`config.mk`:
```
export PLATFORM = sky130hd
export DESIGN_NAME = stream_demux4
export DESIGN_NICKNAME = d
export VERILOG_FILES = /design/src/rtl/stream_demux4.sv
export SDC_FILE = /design/constraint.sdc
export NUM_CORES = 1
export LEC_CHECK = 0
export ABC_AREA = 1
export CORE_UTILIZATION = 36
export DETAILED_ROUTE_END_ITERATION = 10
export GPL_TIMING_DRIVEN = 0
export PLACE_DENSITY_LB_ADDON = 0.05
export SYNTH_ARGS = -nofsm -noshare
export SYNTH_HDL_FRONTEND = slang
export SYNTH_SLANG_ARGS = --single-unit
```
`constraint.sdc`:
```
create_clock -name clk -period 1.15 [get_ports clk]
set_input_delay 0.1725 -clock clk [delete_from_list [all_inputs] [get_ports clk]]
set_output_delay 0.1725 -clock clk [all_outputs]
set_load 0.05 [all_outputs]
```
`src/rtl/stream_demux4.sv`:
```
// rtl/stream_demux4.sv - registered 1:4 stream demux with per-packet select lock; optional DEMUX_COUNT_EN per-channel drain counters
module stream_demux4 #(
   parameter int DW = 8
) (
   input  logic          clk,
   input  logic          rst,
   input  logic          E,
   input  logic [1:0]    S,
   input  logic [DW-1:0] I_data,
   input  logic          I_valid,
   input  logic          I_last,
   output logic          I_ready,
   output logic [DW-1:0] Y_data,
   output logic          Y_last,
   output logic [3:0]    Y_valid,
   input  logic [3:0]    Y_ready
`ifdef DEMUX_COUNT_EN
   ,
   output logic [63:0]   Y_count
`endif
);

   typedef enum logic {IDLE, BUSY} state_t;

   state_t        state_q, state_d;
   logic [1:0]    sel_q, sel_d;
   logic          full_q, full_d;
   logic [DW-1:0] data_q, data_d;
   logic          last_q, last_d;
   logic [1:0]    ch_q, ch_d;

   logic          drain;
   logic          accept;
   logic [1:0]    ch_in;

   assign drain   = full_q & Y_ready[ch_q];
   assign I_ready = E & ~rst & (~full_q | drain);
   assign accept  = I_valid & I_ready;
   assign ch_in   = (state_q == IDLE) ? S : sel_q;

   always_comb begin
      state_d = state_q;
      sel_d   = sel_q;
      full_d  = full_q;
      data_d  = data_q;
      last_d  = last_q;
      ch_d    = ch_q;

      if (drain) begin
         full_d = 1'b0;
      end
      // A new beat overwrites the entry only once the old one is gone or leaving.
      if (accept) begin
         full_d = 1'b1;
         data_d = I_data;
         last_d = I_last;
         ch_d   = ch_in;
      end

      case (state_q)
         IDLE: begin
            if (accept && !I_last) begin
               sel_d   = S;
               state_d = BUSY;
            end
         end
         BUSY: begin
            if (accept && I_last) begin
               state_d = IDLE;
            end
         end
         default: state_d = IDLE;
      endcase
   end

   always_ff @(posedge clk) begin
      if (rst) begin
         state_q <= IDLE;
         sel_q   <= 2'b00;
         full_q  <= 1'b0;
         data_q  <= '0;
         last_q  <= 1'b0;
         ch_q    <= 2'b00;
      end else begin
         state_q <= state_d;
         sel_q   <= sel_d;
         full_q  <= full_d;
         data_q  <= data_d;
         last_q  <= last_d;
         ch_q    <= ch_d;
      end
   end

   always_comb begin
      Y_valid = 4'b0000;
      if (full_q) begin
         Y_valid[ch_q] = 1'b1;
      end
      Y_data = full_q ? data_q : '0;
      Y_last = full_q & last_q;
   end

`ifdef DEMUX_COUNT_EN
   logic [3:0][15:0] count_q, count_d;

   always_comb begin
      count_d = count_q;
      if (drain) begin
         count_d[ch_q] = count_q[ch_q] + 16'd1;
      end
   end

   always_ff @(posedge clk) begin
      if (rst) begin
         count_q <= '0;
      end else begin
         count_q <= count_d;
      end
   end

   assign Y_count = count_q;
`endif

endmodule

```
# Word-level counts from Yosys, hierarchy flattened
# Index checks and enable logic that the tools add are counted.
# totals
output_inout_bits,14
reg_bits,15
elab_cells,35
# op_classes
reduce_logical,6
bitwise,9
order_cmp,2
n_mux,12
# ops
operator,count
8-bit 2-to-1 mux,1
1-bit 2-to-1 mux,6
1-bit bitwise AND,5
4-bit 2-to-1 mux,1
1-bit logical AND,3
"2-bit by 3-bit < comparator with 1-bit output, second input constant",1
1-bit NOT,3
1-bit binary-select mux with 2-bit select,1
1-bit demux with 2-bit select,1
"2-bit by 1-bit >= comparator with 1-bit output, second input constant",1
2-bit 2-to-1 mux,1
1-bit one-hot mux with 2 select lines,1
2-bit AND reduction,1
2-bit nonzero test,1
1-bit zero test,1
1-bit OR,1

# Longest topological paths before layout
# depth
word_depth,9
ltp_mapped,10
ltp_nobuf,10

# Worst setup path before layout
# OpenSTA, ideal clock, no wires.
# synth_timing
path_type,reg2out
start,register full_q
end,output Y_valid[0]
setup_slack_ns,-0.787
stages_incl_launch_ff,4
t_arrival_ns,1.765
cell_sequence,dfxtp_1 clkbuf_1 inv_1 nor3_1
# synth_via
elab_chain_cells,1
# synth_lines
item,line_no,source
from (decl),27,"logic full_q, full_d;"
from (signal assigned),87,full_q <= full_d;
4-bit 2-to-1 mux,96,if (full_q) begin
to (decl),15,"output logic [3:0] Y_valid,"
# No other way between the ends.

# Final worst setup path
# Ends and elaborated chain as after synthesis.

==> summary.md <==
| Metric | Value |
|---|---|
| Die Ht | `47.6 um` |
| Max Clock Skew | `5.37 ps` |
| Int Pwr | `0.000824 W` |
| Clk buf depth | `2` |
| Slew Viols, Final | `0` |
| Antenna violations before repair | `0` |
| Crit share post-route | `130%` |
| Final Wtd Congestion | `0.679` |
| Worst r2r src | `ch_q[0]$_SDFFE_PP0P_` |
| Mapped Area | `747 um^2` |
| Commonest non-fill, non-tap cells in the layout | `nand2_1 (17), clkdlybuf4s50_1 (17), buf_6 (16)` |
| Slew at the pin closest to its max-slew limit | `329 ps` |
| Final core area utilization | `78.8%` |
| Crit path max fanout | `4` |
| Register bit total from synthesis | `15` |
| Net Sw Frac | `30.8%` |
| Rel. slew slack | `78.1%` |
| Total power | `0.00119 W` |
| Syn Nets | `131` |
| Number of CTS-inserted buffers | `3` |
| Total congestion overflow | `0` |
| Area grow syn2layout | `107%` |
| Flop pwr share | `47.1%` |
| Period minus WS final | `1490 ps` |
| I/O pins | `33` |
| VDD IR max | `0.599 mV` |
| Clock Latency Late Sink | `300 ps` |
| Clock share of power | `27.0%` |
| Critical Path Source | `full_q$_SDFFE_PP0P_` |
| Core Area | `0.00196 mm^2` |
| Leakage | `0.696 nW` |
| GRT Overall Usage | `20.2%` |
| DIE WIDTH | `47.6 um` |
| Avg Vias per Cell | `4.61` |
| CP Launch Type | `flip-flop` |
| Max_cap viols | `0` |
| Initial DRC count | `10` |
| WHS | `263 ps` |
| Synth Instances | `112` |
| Clock root cell | `clkbuf_4` |
| Die area | `0.00226 mm^2` |
| CTS Hold Bufs | `0` |
| Critical path class | `reg -> out` |
| Pwr dens | `771 mW/mm^2` |
| Setup_tns | `-6580 ps` |
| Post-DRT Antenna Nets | `0` |
| Vias | `881` |
| Vias in the first global route | `762` |
| Hold Path Class | `in -> reg` |
| Share of layout cells above drive strength 1 | `58.5%` |
| Initial Utilization | `38.1%` |
| H-Tree Depth | `1` |
| Met2 routed WL | `1.21 mm` |
| Core Rows | `16` |
| First-pass GRT wire length | `3.20 mm` |
| Nets | `184` |
| Synth cell types | `17` |
| Clk slew on worst S/H paths | `100 ps` |
| DRT Pass-1 Iters | `4` |
| RSZ-0062 raised after global routing | `true` |
| Failing checks | `negative setup slack` |
| Number of fill cells in the layout | `134` |
| Syn Area/Cell | `6.67 um^2` |
| WP data arrival | `1320 ps` |
| Switching pwr | `0.000367 W` |
| Yosys warnings | `0` |
| Setup WS post-layout | `-344 ps` |
| Register area share after synthesis | `40.2%` |
| Outcome | `finished with violations` |
| Wl on met1 | `1.03 mm` |
| WL met3 | `92 um` |
| Multi-input combinational cell area | `546 um^2` |
| Buffers added on ports | `31` |
| Drt drc | `0` |
| Storage cell area | `309 um^2` |
| Hold path start | `I_valid` |
| Routed WL per cell | `12.3 um` |
| Final WL | `2.36 mm` |
| Worst Setup End Kind | `primary output` |
| Logic pwr share | `25.9%` |
| Setup violators final | `29` |
| Clk sink count | `15` |
| Critical Path RT | `980 ps` |
| Diodes inserted | `0` |
| Largest net degree at the start of global routing | `11` |
| CTS tree | `built` |
| Max Freq | `670 MHz` |
| DP HPWL | `1.32 mm` |
| Final Hold Vio Count | `0` |
| Uppermost routed layer | `met4` |
[logic make-up after synthesis]
group | share of synthesized area [%]
compound gates | 11.4
buf+inv | 14.7
simple gates | 33.7
flops | 40.2
[flip-flops by register name, summed over array words and instances, names as in the netlist, named ones only]
name / count
ch_q: 2
last_q: 1
data_q: 8
sel_q: 2
full_q: 1
[worst paths after layout]
| kind | slack (ps) | endpoint | depth (start not counted) |
|---|---|---|---|
| worst min-delay path | 260 | data_q[4]$_SDFFE_PP0P_ | 3 |
| worst max register to register | -250 | sel_q[1]$_SDFFE_PP0P_ | 11 |
| worst max-delay path | -340 | Y_valid[0] | 4 |
| worst min register to register | 470 | data_q[4]$_SDFFE_PP0P_ | 2 |
[critical path, stage by stage, from the launching register on]
cell and delay [ps]:
dfxtp_2 360, buf_8 110, clkinvlp_4 170, nor3_4 200
buf_6 180
[routing by layer]
layer / track usage (%) / up-vias
li1: - / 457
met1: 24.8 / 397
met2: 35.9 / 23
met3: 3.40 / 4
met4: 6.67 / 0
met5: 0 / -
[metrics by stage]
step	cells	cell area [um^2]	setup slack, ps
4_1_cts	190	1490	-372
3_3_place_gp	170	1220	-1030
3_5_place_dp	170	1220	-1050
5_1_grt	191	1550	-393
6_report	191	1550	-344
2_1_floorplan	112	878	-154
[area by class of cell]
class                   instances  share of cell area, %
multi-input cells              72                   35.3
repair buffers                 49                   32.8
flip-flops and latches         15                   20.0
inverters                      20                   5.59
plain buffers                   4                   2.35
well taps                      27                   2.19
clock buffers                   3                   1.46
clock inverters                 1                  0.324
[synthesized netlist by cell type]
cell type	n	area share (%)
o21a_1	1	1.0
nor3_1	5	3.3
nand2_1	32	16
inv_2	1	0.50
dfxtp_1	15	40
and2_1	1	0.84
nor2_1	6	3.0
a211oi_1	1	1.0
nand3_4	1	2.3
a21oi_1	10	6.7
nand3_2	1	1.3
nand3_1	10	6.7
o21ai_0	4	2.7
buf_6	2	3.0
clkbuf_1	2	1.0
buf_2	1	0.67
inv_1	19	9.5
[what timing repair did]
item,4_1_cts,5_1_grt
pin swaps,14,4
gates cloned,1,0
buffers inserted,16,3
setup endpoints to repair,29,29
resized for setup,139,17
[power by group through the flow]
stage,Sequential [W],Clock (W),Combinational [W]
final,0.000561,0.000322,0.000308
after detailed placement,0.000570,0,0.000226
after floorplan,0.000567,0,0.000133
after global routing,0.000563,0.000349,0.000328
after global placement,0.000569,0,0.000223
after CTS,0.000557,0.000320,0.000292
No activity file was read; power rests on OpenSTA's default activity.
